==> config.mk <==
export PLATFORM = sky130hd
export DESIGN_NAME = oa_accum_writeback
export DESIGN_NICKNAME = d
export VERILOG_FILES = /design/src/rtl/oa_accum_writeback.sv
export SDC_FILE = /design/constraint.sdc
export NUM_CORES = 2
export LEC_CHECK = 0
export BUFFER_PORTS_ARGS = -buffer_cell sky130_fd_sc_hd__buf_2
export CORE_MARGIN = 1.5
export CORE_UTILIZATION = 45
export CTS_BUF_LIST = sky130_fd_sc_hd__clkbuf_8
export DETAILED_ROUTE_END_ITERATION = 10
export PLACE_DENSITY = 0.69
export SYNTH_ARGS = -nofsm -noshare
export SYNTH_HDL_FRONTEND = slang
export SYNTH_SLANG_ARGS = --single-unit
==> constraint.sdc <==
create_clock -name i_clk -period 15.55 [get_ports i_clk]
set_clock_uncertainty 0.1 [all_clocks]
set_input_delay 3.11 -clock i_clk [delete_from_list [all_inputs] [get_ports i_clk]]
set_output_delay 3.11 -clock i_clk [all_outputs]
set_load 0.01 [all_outputs]
==> src/rtl/oa_accum_writeback.sv <==
// Captures PE output-activation tiles, accumulates them across channel-group passes, then requantizes
// and streams the final tile one element per beat. Define OA_RELU_EN to clamp negative accumulators to 0.
module oa_accum_writeback #(
  parameter int unsigned ROWS   = 4,
  parameter int unsigned CH     = 4,
  parameter int unsigned DATA_W = 16,
  parameter int unsigned ACC_W  = 24,
  parameter int unsigned OUT_W  = 8,
  parameter int unsigned SHIFT  = 4
) (
  input  logic                            i_clk,
  input  logic                            i_rst,
  input  logic                            i_pe_finish,
  input  logic [ROWS*CH*DATA_W-1:0]       i_pe_oa,
  input  logic                            i_first,
  input  logic                            i_last,
  output logic                            o_busy,
  output logic                            o_valid,
  input  logic                            i_ready,
  output logic signed [OUT_W-1:0]         o_data,
  output logic [$clog2(ROWS*CH)-1:0]      o_idx,
  output logic                            o_done,
  output logic                            o_err
);

  localparam int unsigned N     = ROWS * CH;
  localparam int unsigned IDX_W = $clog2(N);

`ifdef OA_RELU_EN
  localparam bit RELU_EN = 1'b1;
`else
  localparam bit RELU_EN = 1'b0;
`endif

  localparam logic [1:0] S_IDLE  = 2'd0;
  localparam logic [1:0] S_ACC   = 2'd1;
  localparam logic [1:0] S_DRAIN = 2'd2;

  localparam logic [IDX_W-1:0] IDX_LAST = IDX_W'(N - 1);

  // Saturation bounds and rounding constant, all at ACC_W+1 bits
  localparam logic signed [ACC_W:0] ACC_MAX = {2'b00, {(ACC_W-1){1'b1}}};
  localparam logic signed [ACC_W:0] ACC_MIN = {2'b11, {(ACC_W-1){1'b0}}};
  localparam logic signed [ACC_W:0] OUT_MAX = {{(ACC_W-OUT_W+2){1'b0}}, {(OUT_W-1){1'b1}}};
  localparam logic signed [ACC_W:0] OUT_MIN = {{(ACC_W-OUT_W+2){1'b1}}, {(OUT_W-1){1'b0}}};
  localparam logic signed [ACC_W:0] RND     = (ACC_W+1)'(1) << (SHIFT - 1);

  function automatic logic signed [ACC_W-1:0] sext_psum(input logic [DATA_W-1:0] p);
    return ACC_W'($signed(p));
  endfunction

  function automatic logic signed [ACC_W-1:0] sat_add(input logic signed [ACC_W-1:0] a,
                                                      input logic signed [ACC_W-1:0] b);
    logic signed [ACC_W:0] s;
    s = (ACC_W+1)'(a) + (ACC_W+1)'(b);
    if (s > ACC_MAX)      s = ACC_MAX;
    else if (s < ACC_MIN) s = ACC_MIN;
    return ACC_W'(s);
  endfunction

  // Round-half-up shift then clamp; one extra bit keeps the rounding add from wrapping
  function automatic logic signed [OUT_W-1:0] requant(input logic signed [ACC_W-1:0] a);
    logic signed [ACC_W:0] t;
    t = (ACC_W+1)'(a);
    if (RELU_EN && t[ACC_W]) t = '0;
    t = (t + RND) >>> SHIFT;
    if (t > OUT_MAX)      t = OUT_MAX;
    else if (t < OUT_MIN) t = OUT_MIN;
    return OUT_W'(t);
  endfunction

  logic [1:0]                state_q, state_d;
  logic                      finish_q;
  logic [N*DATA_W-1:0]       psum_q, psum_d;
  logic                      first_q, first_d;
  logic                      last_q, last_d;
  logic signed [ACC_W-1:0]   acc_q [N];
  logic signed [ACC_W-1:0]   acc_d [N];
  logic                      busy_d, valid_d, done_d, err_d;
  logic signed [OUT_W-1:0]   data_d;
  logic [IDX_W-1:0]          idx_d;
  logic                      cap;

  assign cap = i_pe_finish & ~finish_q;

  // Next-state, datapath and output computation
  always_comb begin
    state_d = state_q;
    psum_d  = psum_q;
    first_d = first_q;
    last_d  = last_q;
    valid_d = o_valid;
    idx_d   = o_idx;
    data_d  = o_data;
    done_d  = 1'b0;
    err_d   = o_err;
    for (int k = 0; k < N; k++) acc_d[k] = acc_q[k];

    if (cap && (state_q != S_IDLE)) err_d = 1'b1;

    case (state_q)
      S_IDLE: begin
        if (cap) begin
          psum_d  = i_pe_oa;
          first_d = i_first;
          last_d  = i_last;
          state_d = S_ACC;
        end
      end
      S_ACC: begin
        for (int k = 0; k < N; k++) begin
          acc_d[k] = first_q ? sext_psum(psum_q[k*DATA_W +: DATA_W])
                             : sat_add(acc_q[k], sext_psum(psum_q[k*DATA_W +: DATA_W]));
        end
        if (last_q) begin
          state_d = S_DRAIN;
          valid_d = 1'b1;
          idx_d   = '0;
          data_d  = requant(acc_d[0]);
        end else begin
          state_d = S_IDLE;
        end
      end
      S_DRAIN: begin
        if (o_valid && i_ready) begin
          if (o_idx == IDX_LAST) begin
            state_d = S_IDLE;
            valid_d = 1'b0;
            idx_d   = '0;
            done_d  = 1'b1;
          end else begin
            idx_d  = o_idx + IDX_W'(1);
            data_d = requant(acc_q[idx_d]);
          end
        end
      end
      default: state_d = S_IDLE;
    endcase

    busy_d = (state_d != S_IDLE);
  end

  // State, datapath and registered outputs
  always_ff @(posedge i_clk) begin
    if (i_rst) begin
      state_q  <= S_IDLE;
      finish_q <= 1'b0;
      psum_q   <= '0;
      first_q  <= 1'b0;
      last_q   <= 1'b0;
      for (int k = 0; k < N; k++) acc_q[k] <= '0;
      o_busy   <= 1'b0;
      o_valid  <= 1'b0;
      o_data   <= '0;
      o_idx    <= '0;
      o_done   <= 1'b0;
      o_err    <= 1'b0;
    end else begin
      state_q  <= state_d;
      finish_q <= i_pe_finish;
      psum_q   <= psum_d;
      first_q  <= first_d;
      last_q   <= last_d;
      for (int k = 0; k < N; k++) acc_q[k] <= acc_d[k];
      o_busy   <= busy_d;
      o_valid  <= valid_d;
      o_data   <= data_d;
      o_idx    <= idx_d;
      o_done   <= done_d;
      o_err    <= err_d;
    end
  end

endmodule

# Yosys cells after proc, flatten, opt, wreduce, memory -nomap -nowiden
# Memories as Yosys holds them, arrays and structs flattened.
# Index checks and enable logic that the tools add are counted.
[totals] reg_bits=277 latch_bits=0 ram_bits=384 mem_bits_ro=0 out_inout_bits=16 memories=1
[classes] n_addsub=19 n_mul=0 n_div=0 n_lt_le_gt_ge=36 n_eq_ne=7 n_shift=0 mux=91 n_bitwise=20 n_reduce_logical=11
[memory_table] memory="acc_q" depth=16 width=24 read_ports=17 rd_clocked_by_memory_dff=0 write_ports=16 line_no="77" rtl="logic signed [ACC_W-1:0] acc_q [N];"
[ops] op="24-bit two-way mux" count=65
[ops] op="24-bit by 16-bit adder with 25-bit output" count=16
[ops] op="25-bit by 24-bit greater-than comparator with 1-bit output, second input constant" count=16
[ops] op="25-bit by 24-bit < comparator with 1-bit output, second input constant" count=16
[ops] op="384-bit two-way mux" count=1
[ops] op="8-bit two-way mux" count=7
[ops] op="24-bit by 5-bit adder with 25-bit output, second input constant" count=2
[ops] op="21-bit by 8-bit greater-than comparator with 1-bit output, second input constant" count=2
[ops] op="21-bit by 8-bit < comparator with 1-bit output, second input constant" count=2
[ops] op="1-bit bitwise OR" count=16
[ops] op="8-bit one-hot mux with 2 select lines" count=1
[ops] op="4-bit two-way mux" count=3
[ops] op="2-bit two-way mux" count=4
[ops] op="2-bit != test, second input constant" count=4
[ops] op="4-bit one-hot mux with 2 select lines" count=1
[ops] op="4-bit AND reduction" count=2
[ops] op="1-bit two-way mux" count=7
[ops] op="2-bit one-hot mux with 3 select lines" count=1
[ops] op="2-bit nonzero test" count=3
[ops] op="4-bit by 1-bit adder with 4-bit output, second input constant" count=1
[ops] op="4-bit == test, second input constant" count=1
[ops] op="1-bit NOT" count=3
[ops] op="3-bit AND reduction" count=1
[ops] op="3-bit OR reduction" count=1
[ops] op="other kinds (7)" count=8

# Depth between registers and ports, before layout
# An unclocked memory read counts as a cell.
[depth] word_depth=13 depth_mapped=24 depth_no_buf=23

# Worst setup path after synthesis
# Ideal clock, no wire load.
[synth_timing] path_type="reg-to-reg" startpoint="reg psum_q[15]" endpoint="reg o_data[0]" t_arrival_ns=5.406 required_ns=15.328 slack_ns=9.922 stages_incl_launch_ff=24 n_path_buf=2 synth_period_minus_slack_ns=5.628 path_cell_list="dfxtp_1 > ha_1 > buf_2 > nand4_1 > a21oi_1 > a221o_1 > a31o_1 > a21o_1 > o32ai_4 > clkbuf_1 > a21oi_1 > a21oi_1 > ha_1 > a21boi_0 > and2_1 > a21boi_0 > and3_1 > o2111ai_1 > a21boi_1 > or4bb_1 > o311ai_0 > a41o_2 > o21ai_1 > a221o_1"
[synth_between] elab_chain_len=12 word_cells_on_any_way=14
[synth_lines] item="from (decl)" line_no="74" rtl="logic [N*DATA_W-1:0] psum_q, psum_d;"
[synth_lines] item="from (signal assigned)" line_no="161" rtl="psum_q <= psum_d;"
[synth_lines] item="24-bit by 16-bit adder with 25-bit output" line_no="55" rtl="s = (ACC_W+1)'(a) + (ACC_W+1)'(b);"
[synth_lines] item="25-bit by 24-bit < comparator with 1-bit output" line_no="57" rtl="else if (s < ACC_MIN) s = ACC_MIN;"
[synth_lines] item="24-bit two-way mux" line_no="57"
[synth_lines] item="24-bit two-way mux" line_no="56" rtl="if (s > ACC_MAX) s = ACC_MAX;"
[synth_lines] item="24-bit two-way mux" line_no="101" rtl="case (state_q)"
[synth_lines] item="24-bit two-way mux *" line_no="112" rtl="acc_d[k] = first_q ? sext_psum(psum_q[k*DATA_W +: DATA_W])"
[synth_lines] item="24-bit by 5-bit adder with 25-bit output *" line_no="66" rtl="t = (t + RND) >>> SHIFT;"
[synth_lines] item="21-bit by 8-bit < comparator with 1-bit output" line_no="68" rtl="else if (t < OUT_MIN) t = OUT_MIN;"
[synth_lines] item="8-bit two-way mux" line_no="68"
[synth_lines] item="8-bit two-way mux *" line_no="67" rtl="if (t > OUT_MAX) t = OUT_MAX;"
[synth_lines] item="8-bit two-way mux *" line_no="115" rtl="if (last_q) begin"
[synth_lines] item="8-bit one-hot mux with 2 select lines *" line_no="101"
[synth_lines] item="to (signal assigned)" line_no="167" rtl="o_data <= data_d;"
[synth_lines] item="to (decl)" line_no="20" rtl="output logic signed [OUT_W-1:0] o_data,"
# Mark *: on every way between the ends. The rest lies on a longest branch, timed or not. The select of a mux whose other input is x is not followed.
# A chain may end at the register's enable or synchronous reset.

# Worst setup path in the final report
# Ends and elaborated chain as after synthesis.

==> summary.txt <==
Cells and area
  – Area of the multi-input gates: 32200 µm²
  – Area growth, synth to finish: 10.9%
  – Final Util: 50.4%
  – Post-Layout Cell Count: 7555
  – # nets final: 6734
  – Share of cells above drive strength 1: 11.3%
  – Storage element area: 13200 µm²
  – # fillers: 9969

Die
  – IO Count: 278
  – Die area: 106000 µm²
  – Die height: 326 µm
  – Rows: 118
  – Die X-Extent: 326 µm
  – Core ar.: 103000 µm²
  – Initial core utilization: 45.4%

Clocking
  – Root buffer cell: clkbuf_8
  – CTS tree: yes
  – Clock sink count: 661
  – H-tree Lvls: 3
  – # resized after CTS: 0
  – Hold_buf cts: 0
  – Clock slew at reported path FFs: 60 ps
  – Clk buf depth: 3
  – CTS buffer count: 120
  – Post-CTS Setup Repair Bufs: 0
  – Clk_lat worst skew: 830 ps

GRT
  – Initial antenna violation count: 11
  – First-pass GRT wire length: 242000 µm
  – Total track usage: 28.5%
  – Vias in the first global route: 42700
  – Final global-route overflow total: 0
  – Largest net degree at the start of global routing: 193

Pwr
  – Power density cells: 92.1 nW/µm²
  – Maximum VDD drop: 76.9 µV
  – Tot Pwr: 4.80 mW
  – Leakage power: 22.0 nW

Route
  – First-pass detailed-route iteration total: 6
  – Initial DRC count: 3921
  – Vias: 45700
  – DR WL/cell: 20.7 µm
  – Met1 wire length: 67900 µm
  – Final antenna-violating net count: 0
  – DR WL met3: 12100 µm
  – DRC Markers: 0
  – Uppermost layer routed: met5
  – Vias/cell: 6.05
  – Final wirelength: 157000 µm
  – Met2 routed WL: 69000 µm

Critical path
  – Setup slack, reg-to-reg: 8860 ps
  – Crit path cell chain: ha_1 -> a21oi_1 -> o21bai_1 -> a221o_1 -> a31o_1 -> a21o_1 -> o32ai_4 -> a21oi_1 -> a21oi_1 -> ha_1 -> a21boi_0 -> and2_1 -> a21boi_0 -> and3_1 -> o2111ai_1 -> a21boi_1 -> or4bb_1 -> o311ai_0 -> a41o_2 -> o21ai_1 -> a221o_1
  – Crit path required time: 16150 ps
  – Crit path launch type: register
  – Worst path top cell family by delay: compound AO/OA/AOI/OAI gates
  – Worst path most repeated cell: a21oi_1
  – Critical-path maximum fanout: 19
  – Crit path buf inv count: 0
  – Largest stage delay, worst path: 770 ps
  – Worst setup EP type: register
  – Setup CP Type: register to register
  – Critical path data arrival time: 7290 ps
  – CP max stage cell: o32ai_4

Logic synthesis
  – Syn Inst Count: 5942
  – Synthesized flop and latch total: 661
  – Mapped cell area: 47000 µm²
  – Synth Flop Type: dfxtp_1
  – Mapped Nets: 6607
  – Warnings, synthesis: 0
  – Avg Cell Area, Syn: 7.91 µm²
  – Post-synth EDFFs: 0
  – Yosys cell types: 97
  – Post-synthesis sequential area ratio: 28.1%
  – Async S/R FF share, synth: 0%

STA
  – Fin crit period: 6690 ps
  – Max-slew violations: 0
  – Unrepaired setup endpoints after global routing: false
  – TNS Setup: 0 ps
  – Fin worst setup slack: 8860 ps
  – Final hold vios: 0
  – Slew HR: 27.8%
  – Fin crit share: 43.0%
  – Max Fclk: 150 MHz
  – Setup violators final: 0
  – Worst slew pin tran: 1050 ps

Status
  – Status: finished clean

Run
  – Max Cap Viol: 0

Placement
  – Placer congestion estimate: 0.964
  – IO Port Bufs: 277
  – DP HPWL: 113000 µm
  – DP Worst Slack: 8530 ps
  – Dpl cells: 7327

Min path
  – Hold WC Path Type: register to register
-- worst register-to-register path, cell delays in order (launching register included) --
cell,delay [ps]
dfxtp_1,660
ha_1,460
a21oi_1,180
o21bai_1,90
a221o_1,350
a31o_1,270
a21o_1,350
o32ai_4,770
a21oi_1,90
a21oi_1,260
ha_1,230
a21boi_0,330
and2_1,200
a21boi_0,230
and3_1,190
o2111ai_1,140
a21boi_1,320
or4bb_1,510
o311ai_0,100
a41o_2,320
o21ai_1,120
a221o_1,330
-- flip-flops by register name (all words and copies together) (netlist names) --
| register | flops |
|---|---|
| o_busy | 1 |
| finish_q | 1 |
| state_q | 2 |
| first_q | 1 |
| o_done | 1 |
| o_err | 1 |
| acc_q | 384 |
| o_valid | 1 |
| last_q | 1 |
| o_idx | 4 |
| o_data | 8 |
| psum_q | 256 |
-- cell usage in the layout (no fill, tap or decap), drive strengths merged, types with 15 or more instances in the layout --
cell type | Yosys | routed
fa | 16 | 16
a21oi | 778 | 778
or3 | 90 | 90
a21o | 124 | 124
ha | 387 | 387
nand2b | 60 | 60
buf | 39 | 322
nand3 | 86 | 86
o21ai | 377 | 377
nand4 | 19 | 19
nor2b | 60 | 60
dfxtp | 661 | 661
inv | 109 | 137
clkbuf | 278 | 157
a21boi | 23 | 23
a22oi | 51 | 51
and3 | 37 | 37
mux4 | 101 | 101
nand2 | 877 | 877
xor2 | 98 | 98
nor2 | 449 | 449
o21a | 53 | 53
o221ai | 32 | 32
xnor2 | 224 | 224
mux2i | 20 | 20
nor3 | 154 | 154
a211oi | 139 | 139
o21bai | 61 | 61
maj3 | 31 | 31
a211o | 16 | 16
nor4 | 15 | 15
o22ai | 35 | 35
and2 | 35 | 35
o211ai | 54 | 54
a31oi | 56 | 56
clkinv | 0 | 21
o31ai | 30 | 30
or2 | 30 | 30
a311oi | 17 | 17
-- path summary, 6_finish.rpt --
check / startpoint / to / cells after the start
min: acc_q[13][0] / acc_q[13][0] / 2
max reg2reg: psum_q[15] / o_data[0] / 21
max: psum_q[15] / o_data[0] / 21
min reg2reg: acc_q[13][0] / acc_q[13][0] / 2
-- power breakdown --
group	total (mW)	leakage [nW]	switching, mW	internal, mW
clock	1.89	1.50	0.821	1.07
combinational	0.980	15.1	0.589	0.391
sequential	1.93	5.40	0.133	1.80
-- per-layer routing --
layer	track usage (%)	vias to the layer above
met5	0	-
met1	38.0	21700
met4	13.1	4
met3	4.94	336
met2	44.8	1645
li1	-	22000
-- through the flow --
step                      cell area (µm²)  hold WS (ps)
after floorplan                     47000           329
after global routing                52100           392
after CTS                           52100           361
after global placement              49400           339
after detailed placement            49400           350
final                               52100           359
-- layout make-up --
| type | count | area share, % |
|---|---|---|
| Inverter | 109 | 0.794 |
| Multi-Input combinational cell | 4855 | 61.8 |
| Timing Repair Buffer | 322 | 3.42 |
| Clock buffer | 157 | 4.14 |
| Clock inverter | 65 | 1.10 |
| Tap cell | 1380 | 3.31 |
| Antenna cell | 6 | 0.0288 |
| Sequential cell | 661 | 25.4 |
-- kinds of logic (layout without fill, tap and decap cells) --
family,after synthesis,count (layout),share of synthesized area (%)
flops,661,661,28.1
mux,126,126,5.38
simple gates,1967,1967,18.7
xor+xnor,322,322,6.01
compound gates,2006,2006,26.6
buf+inv,426,653,3.50
fa+ha+maj,434,434,11.6
other cells,0,6,0
-- cell usage after synthesis (14+ instances only) --
| cell type | count | area [µm²] |
|---|---|---|
| inv_1 | 109 | 409 |
| nand2b_1 | 60 | 375 |
| nor2b_1 | 60 | 375 |
| a21boi_0 | 21 | 158 |
| nand3b_1 | 14 | 105 |
| o21a_1 | 53 | 398 |
| nor4_1 | 14 | 87.6 |
| o21bai_1 | 61 | 458 |
| o211ai_1 | 53 | 398 |
| a311oi_1 | 17 | 149 |
| nor3_1 | 154 | 771 |
| o21ai_0 | 368 | 1840 |
| fa_1 | 16 | 320 |
| or3_1 | 90 | 563 |
| and3_1 | 37 | 231 |
| a21oi_1 | 776 | 3880 |
| nand4_1 | 19 | 119 |
| ha_1 | 387 | 4840 |
| buf_1 | 18 | 67.6 |
| a211o_1 | 16 | 140 |
| o31a_1 | 14 | 123 |
| xor2_1 | 98 | 858 |
| a211oi_1 | 137 | 1030 |
| a31oi_1 | 56 | 350 |
| xnor2_1 | 223 | 1950 |
| and2_1 | 34 | 213 |
| a22oi_1 | 51 | 383 |
| nand3_1 | 85 | 425 |
| maj3_1 | 31 | 310 |
| o221ai_1 | 32 | 280 |
| clkbuf_1 | 278 | 1040 |
| nor2_1 | 449 | 1690 |
| o31ai_1 | 30 | 225 |
| a21o_1 | 124 | 931 |
| dfxtp_1 | 661 | 13200 |
| nand2_1 | 877 | 3290 |
| mux4_2 | 101 | 2270 |
| or2_2 | 29 | 181 |
| o22ai_1 | 34 | 213 |
| buf_2 | 16 | 80.1 |
| mux2i_1 | 20 | 200 |
No activity file was read; power rests on OpenSTA's default activity.
